<file path="config.mk">
export PLATFORM = sky130hd
export DESIGN_NAME = redmule_ctx_sched
export DESIGN_NICKNAME = d
export VERILOG_FILES = /design/src/rtl/redmule_ctx_sched.sv
export SDC_FILE = /design/constraint.sdc
export NUM_CORES = 1
export LEC_CHECK = 0
export CAP_MARGIN = 10
export CORE_AREA = 8 8 55 57
export DETAILED_ROUTE_END_ITERATION = 12
export DIE_AREA = 0 0 63 65
export GPL_TIMING_DRIVEN = 0
export SETUP_SLACK_MARGIN = 0.05
export SYNTH_ARGS = -nofsm -noshare
export SYNTH_HDL_FRONTEND = slang
export SYNTH_SLANG_ARGS = --single-unit
</file>
<file path="constraint.sdc">
create_clock -name clk_i -period 4.7 [get_ports clk_i]
set_clock_uncertainty 0.2 [all_clocks]
set_input_delay 0.94 -clock clk_i [delete_from_list [all_inputs] [get_ports clk_i]]
set_output_delay 0.94 -clock clk_i [all_outputs]
set_load 0.05 [all_outputs]
</file>
<file path="src/rtl/redmule_ctx_sched.sv">
// Purpose: tracks N_CONTEXT job slots (FREE/ACQUIRED/QUEUED/RUNNING) and dispatches them to the engine in commit order.
// Latency: grant is combinational; a commit into an idle scheduler gives start_o two cycles later; evt/err/abort pulse one cycle after their cause.
// Backpressure: acq_gnt_o drops while no slot is FREE; committed jobs wait in the FIFO while a job runs. Optional watchdog: REDMULE_SCHED_WATCHDOG_EN.
module redmule_ctx_sched #(
  parameter int unsigned N_CONTEXT      = 2,
  parameter int unsigned TIMEOUT_CYCLES = 65535
) (
  input  logic                                                  clk_i,
  input  logic                                                  rst_ni,
  input  logic                                                  clear_i,
  input  logic                                                  acq_req_i,
  output logic                                                  acq_gnt_o,
  output logic [((N_CONTEXT > 1) ? $clog2(N_CONTEXT) : 1)-1:0]  acq_id_o,
  input  logic                                                  commit_i,
  input  logic [((N_CONTEXT > 1) ? $clog2(N_CONTEXT) : 1)-1:0]  commit_id_i,
  output logic                                                  err_o,
  output logic                                                  start_o,
  output logic [((N_CONTEXT > 1) ? $clog2(N_CONTEXT) : 1)-1:0]  start_id_o,
  input  logic                                                  done_i,
  output logic                                                  evt_o,
  output logic                                                  abort_o,
  output logic                                                  busy_o,
  output logic [((N_CONTEXT > 1) ? $clog2(N_CONTEXT) : 1):0]    n_free_o
);

  localparam int unsigned CtxW = (N_CONTEXT > 1) ? $clog2(N_CONTEXT) : 1;

  typedef enum logic [1:0] {FREE, ACQUIRED, QUEUED, RUNNING} slot_e;
  typedef enum logic [1:0] {IDLE, START, RUN} state_e;

  slot_e           slot_q [N_CONTEXT];
  state_e          state_q;
  logic [CtxW-1:0] fifo_q [N_CONTEXT];
  logic [CtxW-1:0] rd_ptr, wr_ptr;
  logic [CtxW:0]   fifo_cnt;

  logic            any_free;
  logic [CtxW-1:0] free_id;
  logic [CtxW:0]   n_free;
  logic            commit_ok;
  logic            push, pop;
  logic            timeout;
  logic            run_end;

  function automatic logic [CtxW-1:0] ptr_inc(input logic [CtxW-1:0] p);
    return (p == CtxW'(N_CONTEXT - 1)) ? '0 : p + 1'b1;
  endfunction

`ifdef REDMULE_SCHED_WATCHDOG_EN
  localparam int unsigned WdW = (TIMEOUT_CYCLES > 1) ? $clog2(TIMEOUT_CYCLES) : 1;
  logic [WdW-1:0] wd_cnt;
  logic           abort_q;
  assign timeout = (state_q == RUN) && !done_i && (wd_cnt == WdW'(TIMEOUT_CYCLES - 1));
  assign abort_o = abort_q;
`else
  assign timeout = 1'b0;
  assign abort_o = 1'b0;
`endif

  // Lowest-index free slot, free-slot count and legality of the incoming commit, all from registered slot state.
  always_comb begin
    any_free  = 1'b0;
    free_id   = '0;
    n_free    = '0;
    commit_ok = 1'b0;
    for (int i = N_CONTEXT - 1; i >= 0; i--) begin
      if (slot_q[i] == FREE) begin
        any_free = 1'b1;
        free_id  = CtxW'(i);
        n_free   = n_free + (CtxW + 1)'(1);
      end
      if (commit_i && commit_id_i == CtxW'(i) && slot_q[i] == ACQUIRED) begin
        commit_ok = 1'b1;
      end
    end
  end

  assign acq_gnt_o = acq_req_i && any_free && !clear_i;
  assign acq_id_o  = free_id;
  assign n_free_o  = n_free;
  assign busy_o    = (state_q != IDLE) || (fifo_cnt != '0);
  assign push      = commit_ok;
  assign pop       = (state_q == START);
  assign run_end   = (state_q == RUN) && (done_i || timeout);

  // Slot lifecycle, dispatch FIFO, dispatch FSM and registered pulse outputs.
  always_ff @(posedge clk_i or negedge rst_ni) begin
    if (!rst_ni) begin
      for (int i = 0; i < N_CONTEXT; i++) begin
        slot_q[i] <= FREE;
        fifo_q[i] <= '0;
      end
      rd_ptr     <= '0;
      wr_ptr     <= '0;
      fifo_cnt   <= '0;
      state_q    <= IDLE;
      start_o    <= 1'b0;
      start_id_o <= '0;
      evt_o      <= 1'b0;
      err_o      <= 1'b0;
`ifdef REDMULE_SCHED_WATCHDOG_EN
      wd_cnt     <= '0;
      abort_q    <= 1'b0;
`endif
    end else if (clear_i) begin
      for (int i = 0; i < N_CONTEXT; i++) begin
        slot_q[i] <= FREE;
      end
      rd_ptr   <= '0;
      wr_ptr   <= '0;
      fifo_cnt <= '0;
      state_q  <= IDLE;
      start_o  <= 1'b0;
      evt_o    <= 1'b0;
      err_o    <= 1'b0;
`ifdef REDMULE_SCHED_WATCHDOG_EN
      wd_cnt   <= '0;
      abort_q  <= 1'b0;
`endif
    end else begin
      start_o <= 1'b0;
      evt_o   <= 1'b0;
      err_o   <= commit_i && !commit_ok;
`ifdef REDMULE_SCHED_WATCHDOG_EN
      abort_q <= timeout;
`endif
      // Each event targets a slot in a distinct state, so these never collide on one slot.
      for (int i = 0; i < N_CONTEXT; i++) begin
        if (acq_gnt_o && acq_id_o == CtxW'(i))    slot_q[i] <= ACQUIRED;
        if (commit_ok && commit_id_i == CtxW'(i)) slot_q[i] <= QUEUED;
        if (pop && start_id_o == CtxW'(i))        slot_q[i] <= RUNNING;
        if (run_end && start_id_o == CtxW'(i))    slot_q[i] <= FREE;
      end
      if (push) begin
        fifo_q[wr_ptr] <= commit_id_i;
        wr_ptr         <= ptr_inc(wr_ptr);
      end
      if (pop) begin
        rd_ptr <= ptr_inc(rd_ptr);
      end
      fifo_cnt <= fifo_cnt + (CtxW + 1)'(push) - (CtxW + 1)'(pop);
      case (state_q)
        IDLE: begin
          if (fifo_cnt != '0) begin
            state_q    <= START;
            start_o    <= 1'b1;
            start_id_o <= fifo_q[rd_ptr];
          end
        end
        START: begin
          state_q <= RUN;
`ifdef REDMULE_SCHED_WATCHDOG_EN
          wd_cnt  <= '0;
`endif
        end
        RUN: begin
          if (done_i) begin
            state_q <= IDLE;
            evt_o   <= 1'b1;
          end else if (timeout) begin
            state_q <= IDLE;
          end
`ifdef REDMULE_SCHED_WATCHDOG_EN
          else begin
            wd_cnt <= wd_cnt + 1'b1;
          end
`endif
        end
        default: state_q <= IDLE;
      endcase
    end
  end

endmodule
</file>
==> flow_metrics.py <==
metrics = {
    "outcome": {
        "run_status": "finished clean",
    },
    "timing": {
        "maxSlewViolCount": 0,
        "finalSetupTns_ns": 0,
        "finalCritPeriodShare_pct": 84.75,
        "finalSetupViolCount": 0,
        "finalCriticalPeriod_ns": 3.983,
        "fin_ws_ns": 0.7167,
        "rsz0062_at_grt": "false",
        "hold_viol": 0,
        "slew_headroom_pct": 53.27,
        "worst_pin_slew_ns": 0.6987,
        "fmax_mhz": 251.0,
    },
    "layout": {
        "nNetsFinal": 113,
        "antenna_cells": 0,
        "synthToLayoutAreaGrowth_pct": 26.42,
        "drive_gt1_share_pct": 11.00,
        "final_cell_mix": "dfrtp_1 (16), clkdlybuf4s50_1 (15), nor2_1 (8)",
        "fillCellCount": 220,
        "stdcell_area_sq_mm": 0.001060,
        "final_common_cell": "dfrtp_1",
    },
    "hold_path": {
        "hold_path.class": "register to register",
    },
    "power_and_ir_drop": {
        "p_sw_uw": 361.7,
        "clkPwrFrac_pct": 12.3,
        "switching_share_pct": 47.80,
        "seqPwrFrac_pct": 28.9,
        "ir_drop_v": 0.0004045,
        "pwr_density_cell_mw_per_mm2": 714.1,
        "combPwrFrac_pct": 58.8,
        "p_int_uw": 395.1,
        "leakage_uw": 0.0004719,
    },
    "route": {
        "wirelength_microns": 1673,
        "drt_iter0_drc": 8,
        "drt_first_pass_iters": 2,
        "drc_errors": 0,
        "via_per_inst": 4.961,
        "ant_nets": 0,
        "wl_per_cell_microns": 13.07,
        "num_vias": 635,
    },
    "clock_network": {
        "clock_latency_ns": 0.29,
        "htree_levels": 1,
        "tritoncts": "done",
        "post_cts_buffers": 0,
        "clk_pin_slew_ns": 0.10,
        "cts_hold_buf": 0,
        "cts-root-buf": "clkbuf_4",
        "cts-resized-gates": 0,
        "cts_buffers": 3,
        "numClockSinks": 16,
        "clock_path_buffers": 2,
    },
    "grt": {
        "grt_max_degree": 17,
        "track_usage_pct": 9.019,
        "antenna_found_initial": 0,
        "grt_pass1_wl_microns": 3049,
        "grt_pass1_vias": 667,
        "grt_overflow": 0,
    },
    "synth": {
        "synth_top_family_by_area": "simple AND/OR/NAND/NOR gates",
        "synth_area_sq_um": 838.3,
        "syn_nets": 93,
        "ys.warnings.count": 0,
        "synth_xor_area_share_pct": 3.134,
        "synth_top_area_share_pct": 47.76,
        "synthTopCellsByArea": "dfrtp_1 (48%), ha_1 (7.5%), nor2_1 (3.6%)",
        "synth_mux_area_share_pct": 2.388,
        "synth_cell_types": 32,
        "ys_seq_area_share_pct": 47.76,
        "syn_inst": 81,
        "avgSynthCellArea_sq_um": 10.35,
        "async_flop_share_pct": 100.0,
        "yosysTopAreaCell": "dfrtp_1",
        "synth-edff-count": 0,
        "yosys.area_share.adder_pct": 7.463,
        "yosys.area_share.simple_pct": 24.33,
        "synth_top_flop_cell": "dfrtp_1",
        "ys_ff_latch": 16,
        "synth_compound_gate_area_share_pct": 10.75,
    },
    "placed_design": {
        "place_congestion": 0.7682,
        "numPortBuffers": 15,
        "dpl_cell_area_sq_mm": 0.001023,
        "hpwl_microns": 1293,
        "dp_slack_ns": 0.7125,
    },
    "setup_path": {
        "slowest_delay_ns": 0.83,
        "worstPathCellList": "clkdlybuf4s50_1 -> clkbuf_1 -> nor3b_1 -> clkdlybuf4s50_1",
        "cp.required_ns": 3.56,
        "crit_slowest_cell": "clkdlybuf4s50_1",
        "worstPathArrival_ns": 2.84,
        "crit_fanout": 10,
        "startpoint_type": "primary input",
        "crit_path_frequent_cell": "clkdlybuf4s50_1",
        "path_class": "primary input to output pin",
        "critPathCaptureType": "output pin",
    },
    "floorplan": {
        "die_w_microns": 63,
        "ios": 17,
        "die_h_microns": 65,
        "start_util_pct": 39.02,
        "dieArea_sq_mm": 0.004095,
        "num_rows": 17,
        "design.core.area_sq_mm": 0.002148,
    },
    "flow_run": {
        "maxCapViolCount": 0,
    },
}
==> worst max-delay path: cells and delay by family <==
| kind | cells | cell delay, ns |
|---|---|---|
| simple gates | 1 | 0.24 |
| buf+inv | 3 | 1.66 |
==> through the flow <==
stage | util (%) | std cells | hold WS [ns] | total power, uW
finish | 49.33 | 128 | 0.3334 | 756.8
global route | 49.33 | 128 | 0.3662 | 809.3
CTS | 49.33 | 128 | 0.3365 | 765.2
detailed placement | 47.64 | 124 | 0.3132 | 671.2
global placement | 47.64 | 124 | 0.3002 | 665.9
floorplan | - | 81 | 0.2695 | 548.0
==> sequential cells by signal, indices dropped and copies added (netlist names) <==
register,count
err_o,1
fifo_q,2
start_o,1
start_id_o,1
state_q,2
rd_ptr,1
evt_o,1
slot_q,4
wr_ptr,1
fifo_cnt,2
==> cells by family after synthesis <==
family | Yosys count
AOI/OAI and AO/OA | 14
muxes | 2
adders and majority gates | 5
and+or+nand+nor | 33
buffers and inverters | 7
other | 1
xor gates and xnor gates | 3
DFF | 16
==> synthesized netlist by cell type, types with 2 or more instances <==
| cell | count |
|---|---|
| nor2_1 | 8 |
| or2_2 | 2 |
| dfrtp_1 | 16 |
| nand2_1 | 5 |
| mux2i_1 | 2 |
| nor2b_1 | 2 |
| a21oi_1 | 3 |
| o21ai_0 | 4 |
| nand3b_1 | 3 |
| ha_1 | 5 |
| xnor2_1 | 2 |
| nor3b_1 | 2 |
| a31oi_1 | 2 |
| nand2b_1 | 3 |
| inv_1 | 4 |
| o21bai_1 | 2 |
==> power by group through the flow <==
stage               combinational (uW)  clock, uW  sequential (uW)
CTS                                451       95.0              219
floorplan                          300          0              248
detailed placement                 449          0              222
global route                       482        101              227
global placement                   445          0              220
finish                             445       93.2              219
==> layout make-up <==
type	instances	area, sq um	area share [%]
Multi-Input combinational cell	58	406.6	38.37
Buffer	3	16.27	1.535
Sequential cell	16	400.4	37.78
Timing Repair Buffer	15	150.1	14.17
Clock buffer	4	36.28	3.424
Inverter	4	15.01	1.417
Tap cell	28	35.03	3.306
==> final timing paths <==
check | startpoint | end | slack, ns | cells past startpoint
min | fifo_q[1] | fifo_q[1] | 0.33 | 2
max in group asynchronous | rst_ni | slot_q[0] | 3.00 | 1
max | clear_i | acq_gnt_o | 0.72 | 4
min in group asynchronous | rst_ni | state_q[0] | 0.86 | 1
min reg2reg | fifo_q[1] | fifo_q[1] | 0.33 | 2
max reg2reg | slot_q[3] | fifo_cnt[1] | 2.70 | 8
==> routing by layer <==
layer  share of wire [%]  track usage (%)
met4                 2.3            5.128
met3                 3.7            1.718
met1                  48            11.20
met2                  46            14.34
met5                   0                0
No activity file was read; power rests on OpenSTA's default activity.
